==> src/rtl/cpu_final_project_pio_pkg.sv <==
// PIO input capture: register map, edge modes and warm-up count.
// Shared by the capture top, its interface users and the testbench.
package cpu_final_project_pio_pkg;

  localparam logic [2:0] ADDR_DATA = 3'd0;
  localparam logic [2:0] ADDR_MODE = 3'd1;
  localparam logic [2:0] ADDR_MASK = 3'd2;
  localparam logic [2:0] ADDR_EDGE = 3'd3;
  localparam logic [2:0] ADDR_DBTH = 3'd4;

  typedef enum logic [1:0] {
    MODE_RISE = 2'b00,
    MODE_FALL = 2'b01,
    MODE_ANY  = 2'b10,
    MODE_OFF  = 2'b11
  } mode_e;

  localparam logic [1:0] WARMUP = 2'd3;

endpackage

==> src/rtl/cpu_final_project_pio_in_capture_if.sv <==
// Avalon-MM slave port s1 of the PIO input capture block.
// master drives address/strobe/data, slave returns readdata.
interface cpu_final_project_pio_in_capture_if;

  logic [2:0]  address;
  logic        chipselect;
  logic        write_n;
  logic [31:0] writedata;
  logic [31:0] readdata;

  modport master (
    output address, chipselect, write_n, writedata,
    input  readdata
  );

  modport slave (
    input  address, chipselect, write_n, writedata,
    output readdata
  );

endinterface

==> src/rtl/cpu_final_project_pio_debounce.sv <==
// One-bit debouncer: output adopts the input only after it has
// disagreed with the output for more than th consecutive cycles.
module cpu_final_project_pio_debounce #(
  parameter int DB_W = 16
) (
  input  logic            clk,
  input  logic            reset_n,
  input  logic [DB_W-1:0] th,
  input  logic            din,
  output logic            dout
);

  logic [DB_W-1:0] cnt;

  // Count disagreement cycles; flip the output once the count hits th
  always_ff @(posedge clk or negedge reset_n) begin
    if (!reset_n) begin
      cnt  <= '0;
      dout <= 1'b0;
    end else if (din == dout) begin
      cnt <= '0;
    end else if (cnt >= th) begin
      cnt  <= '0;
      dout <= din;
    end else begin
      cnt <= cnt + 1'b1;
    end
  end

endmodule

==> src/rtl/cpu_final_project_pio_in_capture.sv <==
// PIO input port with sync, edge capture, masked irq.
// Optional per-bit debounce under macro CPU_PIO_DEBOUNCE_EN.
module cpu_final_project_pio_in_capture
  import cpu_final_project_pio_pkg::*;
#(
  parameter int WIDTH    = 14,
  parameter int DB_W     = 16,
  parameter int DB_RESET = 5000
) (
  input  logic                 clk,
  input  logic                 reset_n,
  cpu_final_project_pio_in_capture_if.slave bus,
  input  logic [WIDTH-1:0]     in_port,
  output logic                 irq
);

  logic [WIDTH-1:0] sync1;
  logic [WIDTH-1:0] sync2;
  logic [WIDTH-1:0] value;
  logic [WIDTH-1:0] prev;
  logic [WIDTH-1:0] rise;
  logic [WIDTH-1:0] fall;
  logic [WIDTH-1:0] hit;
  logic [WIDTH-1:0] clr;
  logic [WIDTH-1:0] mask_q;
  logic [WIDTH-1:0] edge_q;
  logic [1:0]       wu_cnt;
  mode_e            mode_q;
  logic             wr;
  logic             sel_data;
  logic             sel_mode;
  logic             sel_mask;
  logic             sel_edge;
  logic             sel_dbth;
  logic [31:0]      dbth_rd;
  logic [31:0]      rd_mux;
  logic             unused_wd;

  assign wr       = bus.chipselect & ~bus.write_n;
  assign sel_data = bus.address == ADDR_DATA;
  assign sel_mode = bus.address == ADDR_MODE;
  assign sel_mask = bus.address == ADDR_MASK;
  assign sel_edge = bus.address == ADDR_EDGE;
  assign sel_dbth = bus.address == ADDR_DBTH;

  // Upper writedata bits are don't-care for narrow registers
  assign unused_wd = ^bus.writedata;

  // Two-flop synchroniser for the asynchronous board inputs
  always_ff @(posedge clk or negedge reset_n) begin
    if (!reset_n) begin
      sync1 <= '0;
      sync2 <= '0;
    end else begin
      sync1 <= in_port;
      sync2 <= sync1;
    end
  end

`ifdef CPU_PIO_DEBOUNCE_EN
  logic [DB_W-1:0] dbth_q;

  // Debounce threshold register
  always_ff @(posedge clk or negedge reset_n) begin
    if (!reset_n) begin
      dbth_q <= DB_W'(DB_RESET);
    end else if (wr && sel_dbth) begin
      dbth_q <= bus.writedata[DB_W-1:0];
    end
  end

  for (genvar i = 0; i < WIDTH; i++) begin : g_db
    cpu_final_project_pio_debounce #(
      .DB_W(DB_W)
    ) u_db (
      .clk    (clk),
      .reset_n(reset_n),
      .th     (dbth_q),
      .din    (sync2[i]),
      .dout   (value[i])
    );
  end

  assign dbth_rd = 32'(dbth_q);
`else
  logic [DB_W-1:0] unused_db;

  assign unused_db = DB_W'(DB_RESET);
  assign value     = sync2;
  assign dbth_rd   = '0;
`endif

  assign rise = value & ~prev;
  assign fall = ~value & prev;

  // Warm-up counter holds capture off until prev is meaningful
  always_ff @(posedge clk or negedge reset_n) begin
    if (!reset_n) begin
      wu_cnt <= '0;
      prev   <= '0;
    end else begin
      prev <= value;
      if (wu_cnt != WARMUP) begin
        wu_cnt <= wu_cnt + 2'd1;
      end
    end
  end

  // Select which detected edges are captured this cycle
  always_comb begin
    hit = '0;
    if (wu_cnt == WARMUP) begin
      unique case (mode_q)
        MODE_RISE: hit = rise;
        MODE_FALL: hit = fall;
        MODE_ANY:  hit = rise | fall;
        MODE_OFF:  hit = '0;
      endcase
    end
  end

  assign clr = (wr && sel_edge) ? bus.writedata[WIDTH-1:0] : '0;

  // MODE and MASK control registers
  always_ff @(posedge clk or negedge reset_n) begin
    if (!reset_n) begin
      mode_q <= MODE_RISE;
      mask_q <= '0;
    end else if (wr) begin
      if (sel_mode) begin
        mode_q <= mode_e'(bus.writedata[1:0]);
      end
      if (sel_mask) begin
        mask_q <= bus.writedata[WIDTH-1:0];
      end
    end
  end

  // Edge capture: a new edge wins over a same-cycle W1C
  always_ff @(posedge clk or negedge reset_n) begin
    if (!reset_n) begin
      edge_q <= '0;
    end else begin
      edge_q <= (edge_q & ~clr) | hit;
    end
  end

  // Registered level interrupt
  always_ff @(posedge clk or negedge reset_n) begin
    if (!reset_n) begin
      irq <= 1'b0;
    end else begin
      irq <= |(edge_q & mask_q);
    end
  end

  // Read mux, zero-extended to the bus width
  always_comb begin
    rd_mux = '0;
    unique case (1'b1)
      sel_data: rd_mux = 32'(value);
      sel_mode: rd_mux = {30'd0, mode_q};
      sel_mask: rd_mux = 32'(mask_q);
      sel_edge: rd_mux = 32'(edge_q);
      sel_dbth: rd_mux = dbth_rd;
      default:  rd_mux = '0;
    endcase
  end

  // One-cycle registered read data
  always_ff @(posedge clk or negedge reset_n) begin
    if (!reset_n) begin
      bus.readdata <= '0;
    end else begin
      bus.readdata <= rd_mux;
    end
  end

endmodule
==> src/flat_wrapper.sv <==
// flat-port wrapper written by rule: the top's interface ports become plain ports
module cpu_final_project_pio_in_capture_flat import cpu_final_project_pio_pkg::*;
#(
  parameter int WIDTH    = 14,
  parameter int DB_W     = 16,
  parameter int DB_RESET = 5000
)
  (clk, reset_n, in_port, irq, bus_address, bus_chipselect, bus_write_n, bus_writedata, bus_readdata);
  cpu_final_project_pio_in_capture_if bus_i ();
  input  logic clk;
  input  logic reset_n;
  input  logic [WIDTH-1:0] in_port;
  output logic irq;
  input wire logic [$bits(bus_i.address)-1:0] bus_address;
  input wire logic [$bits(bus_i.chipselect)-1:0] bus_chipselect;
  input wire logic [$bits(bus_i.write_n)-1:0] bus_write_n;
  input wire logic [$bits(bus_i.writedata)-1:0] bus_writedata;
  output wire logic [$bits(bus_i.readdata)-1:0] bus_readdata;
  assign bus_i.address = bus_address;
  assign bus_i.chipselect = bus_chipselect;
  assign bus_i.write_n = bus_write_n;
  assign bus_i.writedata = bus_writedata;
  assign bus_readdata = bus_i.readdata;
  cpu_final_project_pio_in_capture #(.WIDTH(WIDTH), .DB_W(DB_W), .DB_RESET(DB_RESET)) u_core (.clk(clk), .reset_n(reset_n), .bus(bus_i), .in_port(in_port), .irq(irq));
endmodule
==> config.mk <==
export PLATFORM = sky130hd
export DESIGN_NAME = cpu_final_project_pio_in_capture_flat
export DESIGN_NICKNAME = d
export VERILOG_FILES = /design/src/rtl/cpu_final_project_pio_pkg.sv /design/src/rtl/cpu_final_project_pio_in_capture_if.sv /design/src/rtl/cpu_final_project_pio_debounce.sv /design/src/rtl/cpu_final_project_pio_in_capture.sv /design/src/flat_wrapper.sv
export SDC_FILE = /design/constraint.sdc
export NUM_CORES = 1
export LEC_CHECK = 0
export ABC_AREA = 1
export CORE_ASPECT_RATIO = 1.5
export CORE_MARGIN = 1.5
export CORE_UTILIZATION = 51
export DETAILED_ROUTE_END_ITERATION = 7
export GPL_TIMING_DRIVEN = 0
export PLACE_DENSITY_LB_ADDON = 0.05
export SLEW_MARGIN = 30
export SYNTH_ARGS = -nofsm -noshare
export SYNTH_HDL_FRONTEND = slang
export SYNTH_SLANG_ARGS = --single-unit
==> constraint.sdc <==
create_clock -name clk -period 1.6 [get_ports clk]
set_clock_uncertainty 0.05 [all_clocks]
set_input_delay 0.4 -clock clk [delete_from_list [all_inputs] [get_ports clk]]
set_output_delay 0.4 -clock clk [all_outputs]
set_load 0.05 [all_outputs]
==> flow_metrics.env <==
export IMPL_cts_root_buf="clkbuf_16"
export IMPL_drt_pass1_iter_count=5
export IMPL_die_h_um=114
export IMPL_critPathArrivalTime_ns=1.04
export IMPL_hold_viol_final=0
export IMPL_drc_errors=0
export IMPL_cts_buffers=9
export IMPL_worst_setup_path_type="flop to output port"
export IMPL_h_tree_depth=3
export IMPL_clockBufferDepth=2
export IMPL_num_vias=3150
export IMPL_fin_setup_tns_ns=0
export IMPL_start_util=0.523
export IMPL_clkLatencyLatePin_ns=0.33
export IMPL_die_area_um2=8720
export IMPL_synth_cells=467
export IMPL_dpl_worst_slack_ns=-0.558
export IMPL_synth_warning_count=0
export IMPL_io_pins=86
export IMPL_clkSinkCount=89
export IMPL_core_um2=7960
export IMPL_critPathSlowestCell="clkdlybuf4s15_2"
export IMPL_synthTopCellsByArea="dfrtp_1 54%, nand2_1 14%, ha_1 8.7%, nand3_1 6.1%, inv_1 4.8%"
export IMPL_crit_family="buffers and inverters"
export IMPL_p_per_area_nw_per_um2=1080
export IMPL_synth_distinct_cells=22
export IMPL_layout_setup_ws_ns=0.110
export IMPL_fp_dieW_um=76.7
export IMPL_synth_common_cells="152 x nand2_1, 89 x dfrtp_1, 53 x inv_1"
export IMPL_port_buffers=48
export IMPL_peakVddDrop_uv=724
export IMPL_final_nets=630
export IMPL_crit_fanout=1
export IMPL_post_drt_wl_per_cell_um=13.0
export IMPL_maxCapViolations=0
export IMPL_hp_class="flop to flop"
export IMPL_status="completed"
export IMPL_final_core_util=0.651
export IMPL_postRouteAntennaNets=0
export IMPL_synth_top_area_frac=0.535
export IMPL_maxSlewViolCount=0
export IMPL_cp_buffers_inverters=1
export IMPL_period_share=0.931
export IMPL_stdcell_count=658
export IMPL_synth_most_common_cell="nand2_1"
export IMPL_synth_enable_flop_cells=0
export IMPL_drive_above_1_share=0.150
export IMPL_grt_max_degree=52
export IMPL_first_global_vias=3146
export IMPL_hpwl_um=6210
export IMPL_antenna_found_initial=0
export IMPL_rows=40
export IMPL_crit_required_ns=1.15
export IMPL_diodes=0
export IMPL_syn_area_per_cell_um2=8.91
export IMPL_drtIter0Drc=278
export IMPL_p_leak_nw=2.75
export IMPL_synth_top_area_cell="dfrtp_1"
export IMPL_period_needed_ns=1.49
export IMPL_rsz0062_at_grt="no"
export IMPL_place_inst=638
export IMPL_synth_ff_type="dfrtp_1"
export IMPL_gp_congestion=0.825
export IMPL_crit_path_max_incr_delay_ns=0.37
export IMPL_end_kind="output port"
export IMPL_grt_overflow=0
export IMPL_synth_seq_area_share=0.535
export IMPL_grtUsageTotal=0.214
export IMPL_cts_tree="built"
export IMPL_critPathLaunchType="flop"
export IMPL_area_growth_pct=24.5
export IMPL_fmaxAchievable_ghz=0.671
export IMPL_crit_chain="clkdlybuf4s15_2"
export IMPL_path_clk_slew_ns=0.06
export IMPL_grt_first_pass_wirelength_um=14400
export IMPL_power_mw=5.58
export IMPL_netlist_area_um2=4160
export IMPL_totalWireLength_um=8540
export IMPL_ys_seq_elements=89
export IMPL_finalSetupViolCount=0
export IMPL_async_flop_share=1.00
export IMPL_vias_per_cell=4.79
==> per-layer routing <==
metal / wire length (µm) / up-vias / global-route usage
li1: - / 1574 / -
met1: 3550 / 1462 / 0.250
met2: 4310 / 94 / 0.361
met5: 0 / - / 0
met3: 419 / 20 / 0.0464
met4: 257 / 0 / 0.127
==> through the flow <==
| stage | hold WS, ns | instance area (µm²) |
|---|---|---|
| 2_1_floorplan | 0.0544 | 4220 |
| 3_3_place_gp | 0.281 | 4840 |
| 3_5_place_dp | 0.283 | 4860 |
| 4_1_cts | 0.298 | 5200 |
| 5_1_grt | 0.304 | 5180 |
| 6_report | 0.296 | 5180 |
==> cell type report <==
cell class	instances	area (µm²)
repair buffers	53	531
clock inverters	3	15.0
plain buffers	33	230
fillers	677	2780
multi-input cells	308	1580
clock buffers	13	260
well taps	105	131
inverters	54	203
flip-flops and latches	89	2230
==> final timing paths <==
| check | start | endpoint | slack (ns) | cells past startpoint |
|---|---|---|---|---|
| worst max-delay path | u_core.bus.readdata[8]$_DFF_PN0_ | bus_readdata[8] | 0.11 | 1 |
| worst min-delay path | u_core.sync1[11]$_DFF_PN0_ | u_core.sync2[11]$_DFF_PN0_ | 0.30 | 0 |
| worst max register to register | u_core.wu_cnt[0]$_DFFE_PN0N_ | u_core.edge_q[2]$_DFF_PN0_ | 0.13 | 6 |
| worst min register to register | u_core.sync1[11]$_DFF_PN0_ | u_core.sync2[11]$_DFF_PN0_ | 0.30 | 0 |
| max in group asynchronous | reset_n | u_core.prev[9]$_DFF_PN0_ | 0.43 | 3 |
| min in group asynchronous | reset_n | u_core.mask_q[2]$_DFFE_PN0P_ | 0.49 | 2 |
==> timing repair <==
action,CTS,global route
endpoints found under the hold margin,38,0
setup endpoints to repair,55,35
setup buffers,3,0
pin swaps,1,0
gates resized for setup,42,15
hold buffers,1,0
==> state kept, by name, summed over array words and instances, names as in the netlist <==
register	cells
u_core.sync1	14
u_core.wu_cnt	2
u_core.irq	1
u_core.prev	14
u_core.sync2	14
u_core.mode_q	2
u_core.bus.readdata	14
u_core.mask_q	14
u_core.edge_q	14
==> logic make-up (layout without fill, tap and decap cells) <==
logic type,Yosys count,after routing,synth area share
simple gates,235,235,0.242
flops,89,89,0.535
buf+inv,87,156,0.102
fa+ha+maj,29,29,0.0872
compound gates,25,25,0.0301
other cells,1,18,0.000901
xor+xnor,1,1,0.00211
==> report_power, final <==
| group | leakage (nW) | internal (mW) | switching (mW) |
|---|---|---|---|
| Combinational | 1.58 | 0.400 | 0.685 |
| Clock | 0.139 | 1.13 | 0.801 |
| Sequential | 1.03 | 2.43 | 0.137 |
| Total | 2.75 | 3.96 | 1.62 |
==> cells in the final DEF (no fill, tap or decap), types with 2 or more instances in the layout <==
master | synthesis | routed
clkbuf_2 | 0 | 10
buf_4 | 18 | 21
clkdlybuf4s15_2 | 0 | 8
conb_1 | 1 | 18
clkbuf_8 | 0 | 2
clkinv_2 | 0 | 3
buf_6 | 3 | 4
buf_2 | 7 | 7
nand3_1 | 51 | 51
clkbuf_16 | 0 | 9
dfrtp_1 | 89 | 89
nand4_1 | 4 | 4
clkbuf_1 | 4 | 3
a21oi_1 | 11 | 11
or2_2 | 11 | 11
ha_1 | 29 | 29
inv_1 | 53 | 53
nor2_1 | 13 | 12
nand2_1 | 152 | 152
clkdlybuf4s50_1 | 0 | 30
o21ai_0 | 14 | 14
No activity file was read; power rests on OpenSTA's default activity.
